[config.mk]
export PLATFORM = sky130hd
export DESIGN_NAME = peripheral_bus_flat
export DESIGN_NICKNAME = d
export VERILOG_FILES = /design/src/rtl/peripheral_bus_if.sv /design/src/rtl/peripheral_bus.sv /design/src/flat_wrapper.sv
export SDC_FILE = /design/constraint.sdc
export NUM_CORES = 1
export LEC_CHECK = 0
export CORE_UTILIZATION = 45
export DETAILED_ROUTE_END_ITERATION = 10
export PLACE_DENSITY = 0.71
export SYNTH_ARGS = -nofsm -noshare
export SYNTH_HDL_FRONTEND = slang
export SYNTH_SLANG_ARGS = --single-unit
[constraint.sdc]
create_clock -name clk -period 5.8 [get_ports clk]
set_clock_uncertainty 0.2 [all_clocks]
set_input_delay 1.16 -clock clk [delete_from_list [all_inputs] [get_ports clk]]
set_output_delay 1.16 -clock clk [all_outputs]
set_load 0.03 [all_outputs]
[src/rtl/peripheral_bus_if.sv]
// rtl/peripheral_bus_if.sv - CPU load/store bus shared by data memory and peripheral_bus
interface peripheral_bus_if;
    logic        MemRead;
    logic        MemWrite;
    logic [31:0] Address;
    logic [31:0] Write_data;
    logic [31:0] Read_data;

    modport master (
        output MemRead, MemWrite, Address, Write_data,
        input  Read_data
    );

    modport slave (
        input  MemRead, MemWrite, Address, Write_data,
        output Read_data
    );
endinterface

[src/rtl/peripheral_bus.sv]
// rtl/peripheral_bus.sv - memory-mapped timer, GPIO, 7-segment and UART transmitter
module peripheral_bus #(
    parameter int BAUD_DIV = 5208
) (
    input  logic               clk,
    input  logic               reset,
    peripheral_bus_if.slave    bus,
    input  logic [7:0]         switch,
    output logic [7:0]         led,
    output logic [11:0]        digi,
    output logic               irqout,
    output logic               uart_txd
);

    localparam logic [31:0] ADDR_TH   = 32'h4000_0000;
    localparam logic [31:0] ADDR_TL   = 32'h4000_0004;
    localparam logic [31:0] ADDR_TCON = 32'h4000_0008;
    localparam logic [31:0] ADDR_LED  = 32'h4000_000C;
    localparam logic [31:0] ADDR_SW   = 32'h4000_0010;
    localparam logic [31:0] ADDR_DIGI = 32'h4000_0014;
    localparam logic [31:0] ADDR_TXD  = 32'h4000_0018;
    localparam logic [31:0] ADDR_CON  = 32'h4000_001C;

    localparam int              CW        = $clog2(BAUD_DIV + 1);
    localparam logic [CW-1:0]   BAUD_LAST = CW'(BAUD_DIV - 1);

    typedef enum logic [1:0] {
        S_IDLE,
        S_START,
        S_DATA,
        S_STOP
    } uart_state_t;

    logic [31:0]  r_th;
    logic [31:0]  r_tl;
    logic [2:0]   r_tcon;
    logic [7:0]   r_led;
    logic [11:0]  r_digi;

    uart_state_t  r_state;
    logic [7:0]   r_shift;
    logic [2:0]   r_bit_idx;
    logic [CW-1:0] r_baud_cnt;
    logic         r_txd;
    logic         r_busy;

    uart_state_t  w_state_nxt;
    logic [7:0]   w_shift_nxt;
    logic [2:0]   w_bit_idx_nxt;
    logic [CW-1:0] w_baud_cnt_nxt;
    logic         w_txd_nxt;
    logic         w_busy_nxt;
    logic         w_bit_end;

    logic         w_wr_th;
    logic         w_wr_tl;
    logic         w_wr_tcon;
    logic         w_wr_led;
    logic         w_wr_digi;
    logic         w_wr_txd;
    logic         w_overflow;
    logic         w_irq_event;
    logic [31:0]  w_rdata;

    assign w_wr_th   = bus.MemWrite && (bus.Address == ADDR_TH);
    assign w_wr_tl   = bus.MemWrite && (bus.Address == ADDR_TL);
    assign w_wr_tcon = bus.MemWrite && (bus.Address == ADDR_TCON);
    assign w_wr_led  = bus.MemWrite && (bus.Address == ADDR_LED);
    assign w_wr_digi = bus.MemWrite && (bus.Address == ADDR_DIGI);
    assign w_wr_txd  = bus.MemWrite && (bus.Address == ADDR_TXD);

    assign w_overflow  = r_tcon[0] && (r_tl == 32'hFFFF_FFFF);
    assign w_irq_event = w_overflow && r_tcon[1];

    // CPU writes win over counting; the overflow status bit is ORed in so an irq is never lost
    always_ff @(posedge clk or posedge reset) begin
        if (reset) begin
            r_th   <= '0;
            r_tl   <= '0;
            r_tcon <= '0;
        end else begin
            if (w_wr_th) begin
                r_th <= bus.Write_data;
            end
            if (w_wr_tl) begin
                r_tl <= bus.Write_data;
            end else if (r_tcon[0]) begin
                r_tl <= w_overflow ? r_th : r_tl + 32'd1;
            end
            if (w_wr_tcon) begin
                r_tcon <= {bus.Write_data[2] | w_irq_event, bus.Write_data[1:0]};
            end else if (w_irq_event) begin
                r_tcon[2] <= 1'b1;
            end
        end
    end

    always_ff @(posedge clk or posedge reset) begin
        if (reset) begin
            r_led  <= '0;
            r_digi <= '0;
        end else begin
            if (w_wr_led) begin
                r_led <= bus.Write_data[7:0];
            end
            if (w_wr_digi) begin
                r_digi <= bus.Write_data[11:0];
            end
        end
    end

    assign w_bit_end = (r_baud_cnt == BAUD_LAST);

    always_ff @(posedge clk or posedge reset) begin
        if (reset) begin
            r_state    <= S_IDLE;
            r_shift    <= '0;
            r_bit_idx  <= '0;
            r_baud_cnt <= '0;
            r_txd      <= 1'b1;
            r_busy     <= 1'b0;
        end else begin
            r_state    <= w_state_nxt;
            r_shift    <= w_shift_nxt;
            r_bit_idx  <= w_bit_idx_nxt;
            r_baud_cnt <= w_baud_cnt_nxt;
            r_txd      <= w_txd_nxt;
            r_busy     <= w_busy_nxt;
        end
    end

    // The shift register moves right at each data bit boundary, so bit 1 is the next bit out
    always_comb begin
        w_state_nxt    = r_state;
        w_shift_nxt    = r_shift;
        w_bit_idx_nxt  = r_bit_idx;
        w_baud_cnt_nxt = r_baud_cnt;
        w_txd_nxt      = r_txd;
        w_busy_nxt     = r_busy;
        case (r_state)
            S_IDLE: begin
                if (w_wr_txd) begin
                    w_state_nxt    = S_START;
                    w_shift_nxt    = bus.Write_data[7:0];
                    w_bit_idx_nxt  = '0;
                    w_baud_cnt_nxt = '0;
                    w_txd_nxt      = 1'b0;
                    w_busy_nxt     = 1'b1;
                end
            end
            S_START: begin
                if (w_bit_end) begin
                    w_baud_cnt_nxt = '0;
                    w_state_nxt    = S_DATA;
                    w_txd_nxt      = r_shift[0];
                end else begin
                    w_baud_cnt_nxt = r_baud_cnt + 1'b1;
                end
            end
            S_DATA: begin
                if (w_bit_end) begin
                    w_baud_cnt_nxt = '0;
                    if (r_bit_idx == 3'd7) begin
                        w_state_nxt = S_STOP;
                        w_txd_nxt   = 1'b1;
                    end else begin
                        w_bit_idx_nxt = r_bit_idx + 3'd1;
                        w_shift_nxt   = {1'b0, r_shift[7:1]};
                        w_txd_nxt     = r_shift[1];
                    end
                end else begin
                    w_baud_cnt_nxt = r_baud_cnt + 1'b1;
                end
            end
            S_STOP: begin
                if (w_bit_end) begin
                    w_baud_cnt_nxt = '0;
                    w_state_nxt    = S_IDLE;
                    w_txd_nxt      = 1'b1;
                    w_busy_nxt     = 1'b0;
                end else begin
                    w_baud_cnt_nxt = r_baud_cnt + 1'b1;
                end
            end
            default: begin
                w_state_nxt    = S_IDLE;
                w_baud_cnt_nxt = '0;
                w_txd_nxt      = 1'b1;
                w_busy_nxt     = 1'b0;
            end
        endcase
    end

    always_comb begin
        w_rdata = '0;
        if (bus.MemRead) begin
            case (bus.Address)
                ADDR_TH:   w_rdata = r_th;
                ADDR_TL:   w_rdata = r_tl;
                ADDR_TCON: w_rdata = {29'd0, r_tcon};
                ADDR_LED:  w_rdata = {24'd0, r_led};
                ADDR_SW:   w_rdata = {24'd0, switch};
                ADDR_DIGI: w_rdata = {20'd0, r_digi};
                ADDR_CON:  w_rdata = {31'd0, r_busy};
                default:   w_rdata = '0;
            endcase
        end
    end

    assign bus.Read_data = w_rdata;
    assign led           = r_led;
    assign digi          = r_digi;
    assign irqout        = r_tcon[1] & r_tcon[2];
    assign uart_txd      = r_txd;

endmodule

[src/flat_wrapper.sv]
// flat-port wrapper written by rule: the top's interface ports become plain ports
module peripheral_bus_flat 
#(
    parameter int BAUD_DIV = 5208
)
  (clk, reset, switch, led, digi, irqout, uart_txd, bus_MemRead, bus_MemWrite, bus_Address, bus_Write_data, bus_Read_data);
  peripheral_bus_if bus_i ();
  input  logic clk;
  input  logic reset;
  input  logic [7:0] switch;
  output logic [7:0] led;
  output logic [11:0] digi;
  output logic irqout;
  output logic uart_txd;
  input wire logic [$bits(bus_i.MemRead)-1:0] bus_MemRead;
  input wire logic [$bits(bus_i.MemWrite)-1:0] bus_MemWrite;
  input wire logic [$bits(bus_i.Address)-1:0] bus_Address;
  input wire logic [$bits(bus_i.Write_data)-1:0] bus_Write_data;
  output wire logic [$bits(bus_i.Read_data)-1:0] bus_Read_data;
  assign bus_i.MemRead = bus_MemRead;
  assign bus_i.MemWrite = bus_MemWrite;
  assign bus_i.Address = bus_Address;
  assign bus_i.Write_data = bus_Write_data;
  assign bus_Read_data = bus_i.Read_data;
  peripheral_bus #(.BAUD_DIV(BAUD_DIV)) u_core (.clk(clk), .reset(reset), .bus(bus_i), .switch(switch), .led(led), .digi(digi), .irqout(irqout), .uart_txd(uart_txd));
endmodule
==> results.cfg <==
[critical_path]
arrival_ps = 3630
reg2reg_depth = 6
crit-reg2reg-launch = u_core.r_tl[11]
rrSetupSlack_ps = 2600
startpoint_type = primary input
end_kind = output port
path_class = in2out
cp_max_fo = 8
r2r-end = u_core.r_tl[26]
worstPathRequired_ps = 4440

[clock_network]
cts_setup_buffers = 0
cts_tree = done
cts_sinks = 115
clk_transition_reported_paths_ps = 60
cts_buffers = 17
ctsResizeCount = 0
cts_buffer_depth = 2
cts_root_buffer = clkbuf_16
htreeDepth = 4
clkLatencyLatePin_ps = 420
holdBufCountCts = 0

[placement]
place_inst = 986
port_buffers = 129
dp_hpwl_um = 14200
pre_cts_slack_ps = 782
gp_congestion = 0.837

[floorplan]
core_area_um2 = 14600
die-area_um2 = 15500
die_h_um = 125
start_util_pct = 46.4
pin_count = 130
rows = 44
die_w_um = 125

[run]
max_cap_viol_count = 0

[power]
p_clk_share_pct = 51.3
power.internal_mw = 1.51
p_sw_uw = 482
leakage_nw = 3.71
vdd_ir_drop_max_mv = 0.204
power_density_nw_per_um2 = 227
seqPwrFrac_pct = 41.9
combPwrFrac_pct = 6.8
p_sw_share_pct = 24.2

[synthesis]
ys_types = 61
avgSynthCellArea_um2 = 9.72
postSynth.asyncResetShare_pct = 100
ys_seq_area_share_pct = 42.5
syn_inst = 697
synth-seq-cells = 115
synthFlopType = dfrtp_1
syn_area_um2 = 6770
synth_edf_count = 0
synth_nets = 781
synth_warnings = 0

[sta]
hold_viol = 0
period_minus_slack_ps = 4990
drv_slew = 0
worst_pin_slew_ps = 1210
tns_ps = 0
finalSetupViolCount = 0
setup_ws_ps = 806
fmax_mhz = 200
relSlewSlack_pct = 18.8
rsz0062_at_grt = false
fin_crit_sh_pct = 86.1

[final_layout]
seq_area_um2 = 2880
instances_no_fill = 1018
diodes = 0
area_delta_synth_final_pct = 29.9
drive_gt1_share_pct = 21.1
final_cell_mix = dfrtp_1 (114), clkdlybuf4s50_1 (101), mux2_2 (77)
final_nets = 905
fin_util_pct = 60.3
multi_input_area_um2 = 3680
nFillCells = 1205
final_common_cell = dfrtp_1

[global_route]
grt_pass1_vias = 6277
grt_start_max_net_pins = 46
grt_antenna_before_repair = 0
track_usage_pct = 26.5
grt_pass1_wl_um = 32900
grt.overflow.total = 0

[detailed_routing]
remaining_drc_errors = 0
wire_per_inst_um = 19.6
drt_first_pass_iters = 5
vias = 6208
drt_iter0_drc = 477
ant_nets = 0
routed_wl_um = 20000
viasPerCell = 6.10

[outcome]
status = complete, no violations

[hold_path]
hold_start = u_core.r_shift[7]
hp-class = reg2reg
min_to = u_core.r_shift[7]
min_path_cells = 1
metal layers:
layer | wire length (um) | GRT usage [%]
met3 | 1160 | 5.07
met4 | 468 | 10.6
met5 | 0 | 0
met1 | 8470 | 34.1
met2 | 9850 | 43.8
layout make-up:
type                    instances  share of cell area (%)
clock buffers                  18                    4.99
clock inverters                14                    1.62
inverters                      14                   0.625
multi-input cells             523                    41.8
flip-flops and latches        115                    32.7
well taps                     184                    2.62
repair buffers                150                    15.7
flip-flops by register name, indices dropped and copies added, names as in the netlist:
signal             cells
u_core.r_tl           32
u_core.r_busy          1
u_core.r_tcon          3
u_core.r_bit_idx       3
u_core.r_shift         8
u_core.digi           12
u_core.led             8
u_core.r_state         2
u_core.uart_txd        1
u_core.r_th           32
u_core.r_baud_cnt     13
power groups by stage:
| stage | clock network, mW | registers, mW | logic [mW] |
|---|---|---|---|
| 2_1_floorplan | 0 | 0.844 | 0.0557 |
| 3_3_place_gp | 0 | 0.847 | 0.131 |
| 3_5_place_dp | 0 | 0.849 | 0.135 |
| 4_1_cts | 1.04 | 0.835 | 0.137 |
| 5_1_grt | 1.07 | 0.837 | 0.146 |
| 6_report | 1.02 | 0.835 | 0.136 |
metrics by stage:
step | hold slack [ps] | area, um^2 | total power, mW
after global placement | 284 | 8220 | 0.978
after global routing | 315 | 8800 | 2.06
after detailed placement | 298 | 8220 | 0.985
after floorplan | 265 | 6770 | 0.900
after CTS | 312 | 8800 | 2.01
final | 312 | 8800 | 2.00
cells in the mapped netlist, types with 6 or more instances:
| cell | n | area share (%) |
|---|---|---|
| a21o_1 | 8 | 0.89 |
| a21oi_1 | 40 | 3.0 |
| a22oi_1 | 28 | 3.1 |
| a31oi_1 | 7 | 0.65 |
| and3_1 | 16 | 1.5 |
| and4_1 | 8 | 1.0 |
| clkbuf_1 | 33 | 1.8 |
| dfrtp_1 | 114 | 42 |
| ha_1 | 8 | 1.5 |
| inv_1 | 12 | 0.66 |
| mux2_2 | 77 | 13 |
| mux2i_1 | 12 | 1.8 |
| nand2_1 | 51 | 2.8 |
| nand2b_1 | 8 | 0.74 |
| nand3_1 | 29 | 2.1 |
| nand4_1 | 14 | 1.3 |
| nor2_1 | 54 | 3.0 |
| nor3_1 | 15 | 1.1 |
| nor4_1 | 14 | 1.3 |
| o211ai_1 | 6 | 0.66 |
| o21ai_0 | 44 | 3.3 |
| o31ai_1 | 6 | 0.66 |
| xnor2_1 | 7 | 0.91 |
logic make-up (layout without fill, tap and decap cells):
kind of cell	Yosys count	in the layout	share of synthesized area, %
AND/OR/NAND/NOR	241	241	18.8
flip-flops	115	115	42.5
AO/OA/AOI/OAI	168	168	15.9
adder cells (fa/ha/maj)	8	8	1.48
buffers and inverters	59	196	3.53
XOR/XNOR	12	12	1.55
multiplexers	94	94	16.2
critical path, stage by stage:
cell and delay [ps]:
clkdlybuf4s50_1 420, nor4_1 330, nand4_1 320, nor2_1 200, buf_4 170, nand3b_1 190
nor2_1 170, clkdlybuf4s50_1 680
how the worst max path moves through the flow:
stage / from / end / slack, ps
finish: bus_Address[1] / bus_Read_data[9] / 810
global route: bus_Address[1] / bus_Read_data[9] / 670
CTS: bus_Address[1] / bus_Read_data[9] / 770
detailed placement: bus_Address[1] / bus_Read_data[10] / 780
global placement: bus_Address[6] / bus_Read_data[9] / 950
floorplan: bus_Address[1] / bus_Read_data[1] / 1330
No activity file was read; power rests on OpenSTA's default activity.
